<file path="src/rtl/coproc_mem_sweeper.sv">
// coproc_mem_sweeper
// Walks a range of coprocessor data-memory words, either reading each word
// out on a valid/ready stream (dump) or writing a fill value into each word
// (clear). Each core access is held for WAIT_CYCLES cycles.
//
// Ports
//   clk, reset (async, active low)
//   cmd_*      : command handshake, op, start index, word count, fill value
//   out_*      : dump stream (address, data, last) with valid/ready
//   busy, done : status, done is a one-cycle completion pulse
//   coprocessorIO* : address / control / write data to the core, read data back
//
// state  | meaning
// IDLE   | waiting for a command, cmd_ready high
// ISSUE  | core access in progress for the current word
// EMIT   | dumped word presented on out_*, waiting for out_ready
// FINISH | one-cycle done pulse
module coproc_mem_sweeper #(
   parameter int N           = 64,
   parameter int WAIT_CYCLES = 2,
   parameter int WORDS       = 4096
) (
   input  logic          clk,
   input  logic          reset,
   input  logic          cmd_valid,
   output logic          cmd_ready,
   input  logic          cmd_op,
   input  logic [11:0]   cmd_start,
   input  logic [12:0]   cmd_count,
   input  logic [N-1:0]  cmd_fill,
   output logic          out_valid,
   input  logic          out_ready,
   output logic [14:0]   out_addr,
   output logic [N-1:0]  out_data,
   output logic          out_last,
   output logic          busy,
   output logic          done,
   output logic [14:0]   coprocessorIOAddr,
   output logic [4:0]    coprocessorIOControl,
   output logic [N-1:0]  coprocessorIODataOut,
   input  logic [N-1:0]  coprocessorIODataIn
);

   localparam logic [1:0] S_IDLE   = 2'd0;
   localparam logic [1:0] S_ISSUE  = 2'd1;
   localparam logic [1:0] S_EMIT   = 2'd2;
   localparam logic [1:0] S_FINISH = 2'd3;

   localparam int              WW        = (WAIT_CYCLES > 1) ? $clog2(WAIT_CYCLES) : 1;
   localparam logic [WW-1:0]   WAIT_LOAD = WW'(WAIT_CYCLES - 1);
   localparam logic [11:0]     LAST_IDX  = 12'(WORDS - 1);
   localparam logic [12:0]     MAX_COUNT = 13'd4096;
   localparam logic [4:0]      CTRL_RD   = 5'b00100;
   localparam logic [4:0]      CTRL_WR   = 5'b00010;

   logic [1:0]    state_q, state_d;
   logic          ready_q, ready_d;
   logic          op_q, op_d;
   logic [12:0]   count_q, count_d;
   logic [N-1:0]  fill_q, fill_d;
   logic [11:0]   idx_q, idx_d;
   logic [12:0]   cnt_q, cnt_d;
   logic [WW-1:0] wait_q, wait_d;
   logic [N-1:0]  data_q, data_d;

   logic [12:0]   count_clamped;
   logic [11:0]   idx_next;
   logic [12:0]   cnt_inc;

   assign count_clamped = (cmd_count > MAX_COUNT) ? MAX_COUNT : cmd_count;
   assign idx_next      = (idx_q == LAST_IDX) ? 12'd0 : idx_q + 12'd1;
   assign cnt_inc       = cnt_q + 13'd1;

   always_comb begin
      state_d = state_q;
      op_d    = op_q;
      count_d = count_q;
      fill_d  = fill_q;
      idx_d   = idx_q;
      cnt_d   = cnt_q;
      wait_d  = wait_q;
      data_d  = data_q;
      case (state_q)
         S_IDLE: begin
            // ready_q stays low until the first edge after reset release
            if (cmd_valid && ready_q) begin
               op_d    = cmd_op;
               count_d = count_clamped;
               fill_d  = cmd_fill;
               idx_d   = 12'({20'd0, cmd_start} % 32'(WORDS));
               cnt_d   = 13'd0;
               wait_d  = WAIT_LOAD;
               state_d = (count_clamped == 13'd0) ? S_FINISH : S_ISSUE;
            end
         end
         S_ISSUE: begin
            if (wait_q == '0) begin
               cnt_d = cnt_inc;
               if (!op_q) begin
                  data_d  = coprocessorIODataIn;
                  state_d = S_EMIT;
               end else if (cnt_inc == count_q) begin
                  state_d = S_FINISH;
               end else begin
                  idx_d   = idx_next;
                  wait_d  = WAIT_LOAD;
                  state_d = S_ISSUE;
               end
            end else begin
               wait_d = wait_q - WW'(1);
            end
         end
         S_EMIT: begin
            if (out_ready) begin
               if (cnt_q == count_q) begin
                  state_d = S_FINISH;
               end else begin
                  idx_d   = idx_next;
                  wait_d  = WAIT_LOAD;
                  state_d = S_ISSUE;
               end
            end
         end
         default: state_d = S_IDLE;
      endcase
      ready_d = (state_d == S_IDLE);
   end

   always_ff @(posedge clk or negedge reset) begin
      if (!reset) begin
         state_q <= S_IDLE;
         ready_q <= 1'b0;
         op_q    <= 1'b0;
         count_q <= '0;
         fill_q  <= '0;
         idx_q   <= '0;
         cnt_q   <= '0;
         wait_q  <= '0;
         data_q  <= '0;
      end else begin
         state_q <= state_d;
         ready_q <= ready_d;
         op_q    <= op_d;
         count_q <= count_d;
         fill_q  <= fill_d;
         idx_q   <= idx_d;
         cnt_q   <= cnt_d;
         wait_q  <= wait_d;
         data_q  <= data_d;
      end
   end

   // idx_q only advances on entry to the next word's ISSUE, so the core
   // address and out_addr both hold through EMIT and FINISH.
   assign cmd_ready            = ready_q;
   assign out_valid            = (state_q == S_EMIT);
   assign out_addr             = {idx_q, 3'b000};
   assign out_data             = data_q;
   assign out_last             = (state_q == S_EMIT) && (cnt_q == count_q);
   assign busy                 = (state_q != S_IDLE);
   assign done                 = (state_q == S_FINISH);
   assign coprocessorIOAddr    = {idx_q, 3'b000};
   assign coprocessorIOControl = (state_q == S_ISSUE) ? (op_q ? CTRL_WR : CTRL_RD) : 5'b00000;
   assign coprocessorIODataOut = fill_q;

endmodule

</file>
<file path="config.mk">
export PLATFORM = sky130hd
export DESIGN_NAME = coproc_mem_sweeper
export DESIGN_NICKNAME = d
export VERILOG_FILES = /design/src/rtl/coproc_mem_sweeper.sv
export SDC_FILE = /design/constraint.sdc
export NUM_CORES = 1
export LEC_CHECK = 0
export BUFFER_PORTS_ARGS = -buffer_cell sky130_fd_sc_hd__buf_2
export CAP_MARGIN = 20
export CORE_MARGIN = 2
export CORE_UTILIZATION = 48
export DETAILED_ROUTE_END_ITERATION = 16
export GPL_ROUTABILITY_DRIVEN = 0
export GPL_TIMING_DRIVEN = 1
export PLACE_DENSITY = 0.78
export SLEW_MARGIN = 20
export SYNTH_ARGS = -nofsm -noshare
export SYNTH_HDL_FRONTEND = slang
export SYNTH_SLANG_ARGS = --single-unit
</file>
<file path="constraint.sdc">
create_clock -name clk -period 2.87 [get_ports clk]
set_input_delay 0.4305 -clock clk [delete_from_list [all_inputs] [get_ports clk]]
set_output_delay 0.4305 -clock clk [all_outputs]
set_load 0.05 [all_outputs]
</file>
==> results.ini <==
[run_status]
outcome = finished, final reports clean

[synth]
yosys_warnings = 0
seq_area_frac_synth = 0.547
synth_seq_cells = 171
avgSynthCellArea_um2 = 12.5
ys_top_cells_by_count = dfrtp_1, mux2_2, nand2_1, buf_4, clkbuf_1
synthCells = 626
async_flop_share = 1.00
synth_area_mm2 = 0.00782
ys_types = 64
ys.flop_type = dfrtp_1
synth_most_common_cell = dfrtp_1
synth_edf_count = 0
synth_area_leaders = dfrtp_1, mux2_2, buf_4
synth_top_area_share = 0.547
yosysTopAreaCell = dfrtp_1

[worst_hold_path]
hold_class = in2reg
hold_path_depth = 2

[critical_path]
worst_ep_required_time_ns = 2.44
cp_slowest_cell = dfrtp_1
reg2regPathDepth = 8
cp_data_arrival_time_ns = 2.37
crit_path_max_fanout = 10
cp_cell_sequence = xor2_1 -> or3_4 -> nor4_4 -> clkbuf_4
critical_path_class = reg2out
max_stage_delay_ns = 0.53
crit_path_end_kind = output port
start_kind = flop
r2r_slack_ns = 0.30

[grt]
grt_pass1_vias = 6398
grt_max_degree = 67
groute.layer.met2.usage = 0.448
grt-ovfl-total = 0
busiest_layer = met2
grt_use_met3 = 0.0945
gr-usage-all-layers = 0.259
grt_first_pass_wirelength_mm = 35.0
antenna_found_initial = 3
use_met1 = 0.296

[die]
core_area_mm2 = 0.0159
pin_count = 326
num_rows = 46
dieWidth_um = 132
start_util = 0.492
fp.dieH_um = 132
die-area_mm2 = 0.0173

[routing]
drtAntennaViolNets = 0
drc = 0
initialDrtViolationCount = 495
via_per_inst = 5.39
wirelength_mm = 22.3
num_vias = 6265
drt_first_pass_iters = 5
routedWlPerCell_um = 19.2

[clock_network]
cts.path.max_buffers = 2
cts.root.buffer_cell = clkbuf_16
numCtsBuffers = 17
cts_tree = done
htreeDepth = 4
clkTransAtPathRegs_ns = 0.07
insertion_delay_ns = 0.44
cts_setup_buffers = 0
cts.sinks = 171

[timing]
fin_crit_ns = 2.80
skew_ns = 0.0155
fin_tns_setup_ns = 0
relSlewSlack = 0.475
worst_slew_pin_slew_ns = 0.788
rsz0062_at_grt = false
max_freq_mhz = 357
timing.final.max_slew_violations = 0
setup_viol = 0
period_share = 0.975
final_hold_viol_count = 0

[placed_design]
dp_hpwl_mm = 16.6
port_buffers = 316

[final_layout]
area_growth_pct = 31.0
nets = 1098
drive_gt1_frac = 0.542
fill_cells = 1286

[job]
cap_violations = 0

[worst paths after layout]
path | from | end
setup / recovery | cnt_q[7] | out_last
hold / removal | coprocessorIODataIn[15] | out_data[15]
setup reg to reg | cnt_q[1] | idx_q[1]
hold reg to reg | coprocessorIODataOut[43] | coprocessorIODataOut[43]
max in group asynchronous | reset | count_q[6]
min in group asynchronous | reset | out_data[61]
[per-layer routing]
metal,up-vias,wire [um]
li1,2842,-
met1,3073,8270
met2,304,11500
met3,42,1870
met4,4,616
met5,-,24
[stage by stage]
step | instance area [um2] | cells | setup slack (ns) | util | hold slack, ns
after floorplan | 7850 | 634 | 0.0377 | - | 0.135
after global placement | 9600 | 1130 | 0.181 | 0.604 | 0.410
after detailed placement | 9600 | 1130 | 0.153 | 0.604 | 0.410
after CTS | 10200 | 1162 | 0.0514 | 0.643 | 0.209
after global routing | 10200 | 1162 | 0.00496 | 0.645 | 0.205
final | 10200 | 1163 | 0.0710 | 0.645 | 0.221
[layout by cell type, fill, tap and decap left out, types with 10 or more instances in the layout]
cell type / count
o21ai_0: 20
a22o_1: 12
nor2_1: 13
nand3_1: 13
mux2_2: 131
buf_4: 12
xnor2_1: 10
nand2_1: 44
dfrtp_1: 171
inv_1: 13
clkbuf_16: 17
buf_2: 314
nor3_1: 10
a21oi_1: 15
[registers in the layout (all words and copies together) (netlist names)]
name / cells
cmd_ready: 1
cnt_q: 13
coprocessorIODataOut: 64
count_q: 13
idx_q: 12
op_q: 1
out_data: 64
state_q: 2
wait_q: 1
[critical path: cells and delay by family (launching register included)]
kind	cells	cell delay (ns)
AND/OR/NAND/NOR	2	0.83
flip-flops	1	0.53
buffers and inverters	1	0.34
XOR/XNOR	1	0.25
[logic make-up after synthesis]
group,after synthesis,share of synthesized area
DFF,171,0.547
and+or+nand+nor,135,0.0960
muxes,134,0.194
AOI/OAI and AO/OA,95,0.0841
buffers and inverters,66,0.0469
xor gates and xnor gates,18,0.0221
adders and majority gates,6,0.00960
other,1,0.000479
[timing repair]
item / CTS / global route
gates resized for setup: 0 / 7
hold buffers: 1 / 0
endpoints found under the setup margin: 0 / 14
endpoints found under the hold margin: 48 / 0
[final cells by class]
cell class,instances,area (um2),share of cell area
multi-input cells,397,3250,0.317
flip-flops and latches,171,4280,0.418
clock inverters,14,184,0.0180
repair buffers,333,1770,0.173
diodes,1,2.50,0.000244
clock buffers,17,425,0.0415
inverters,14,66.3,0.00647
well taps,216,270,0.0264
Power is left out: the tool's default activity adds up to more than one toggle a clock period on the data nets, which glitch-free logic cannot reach.
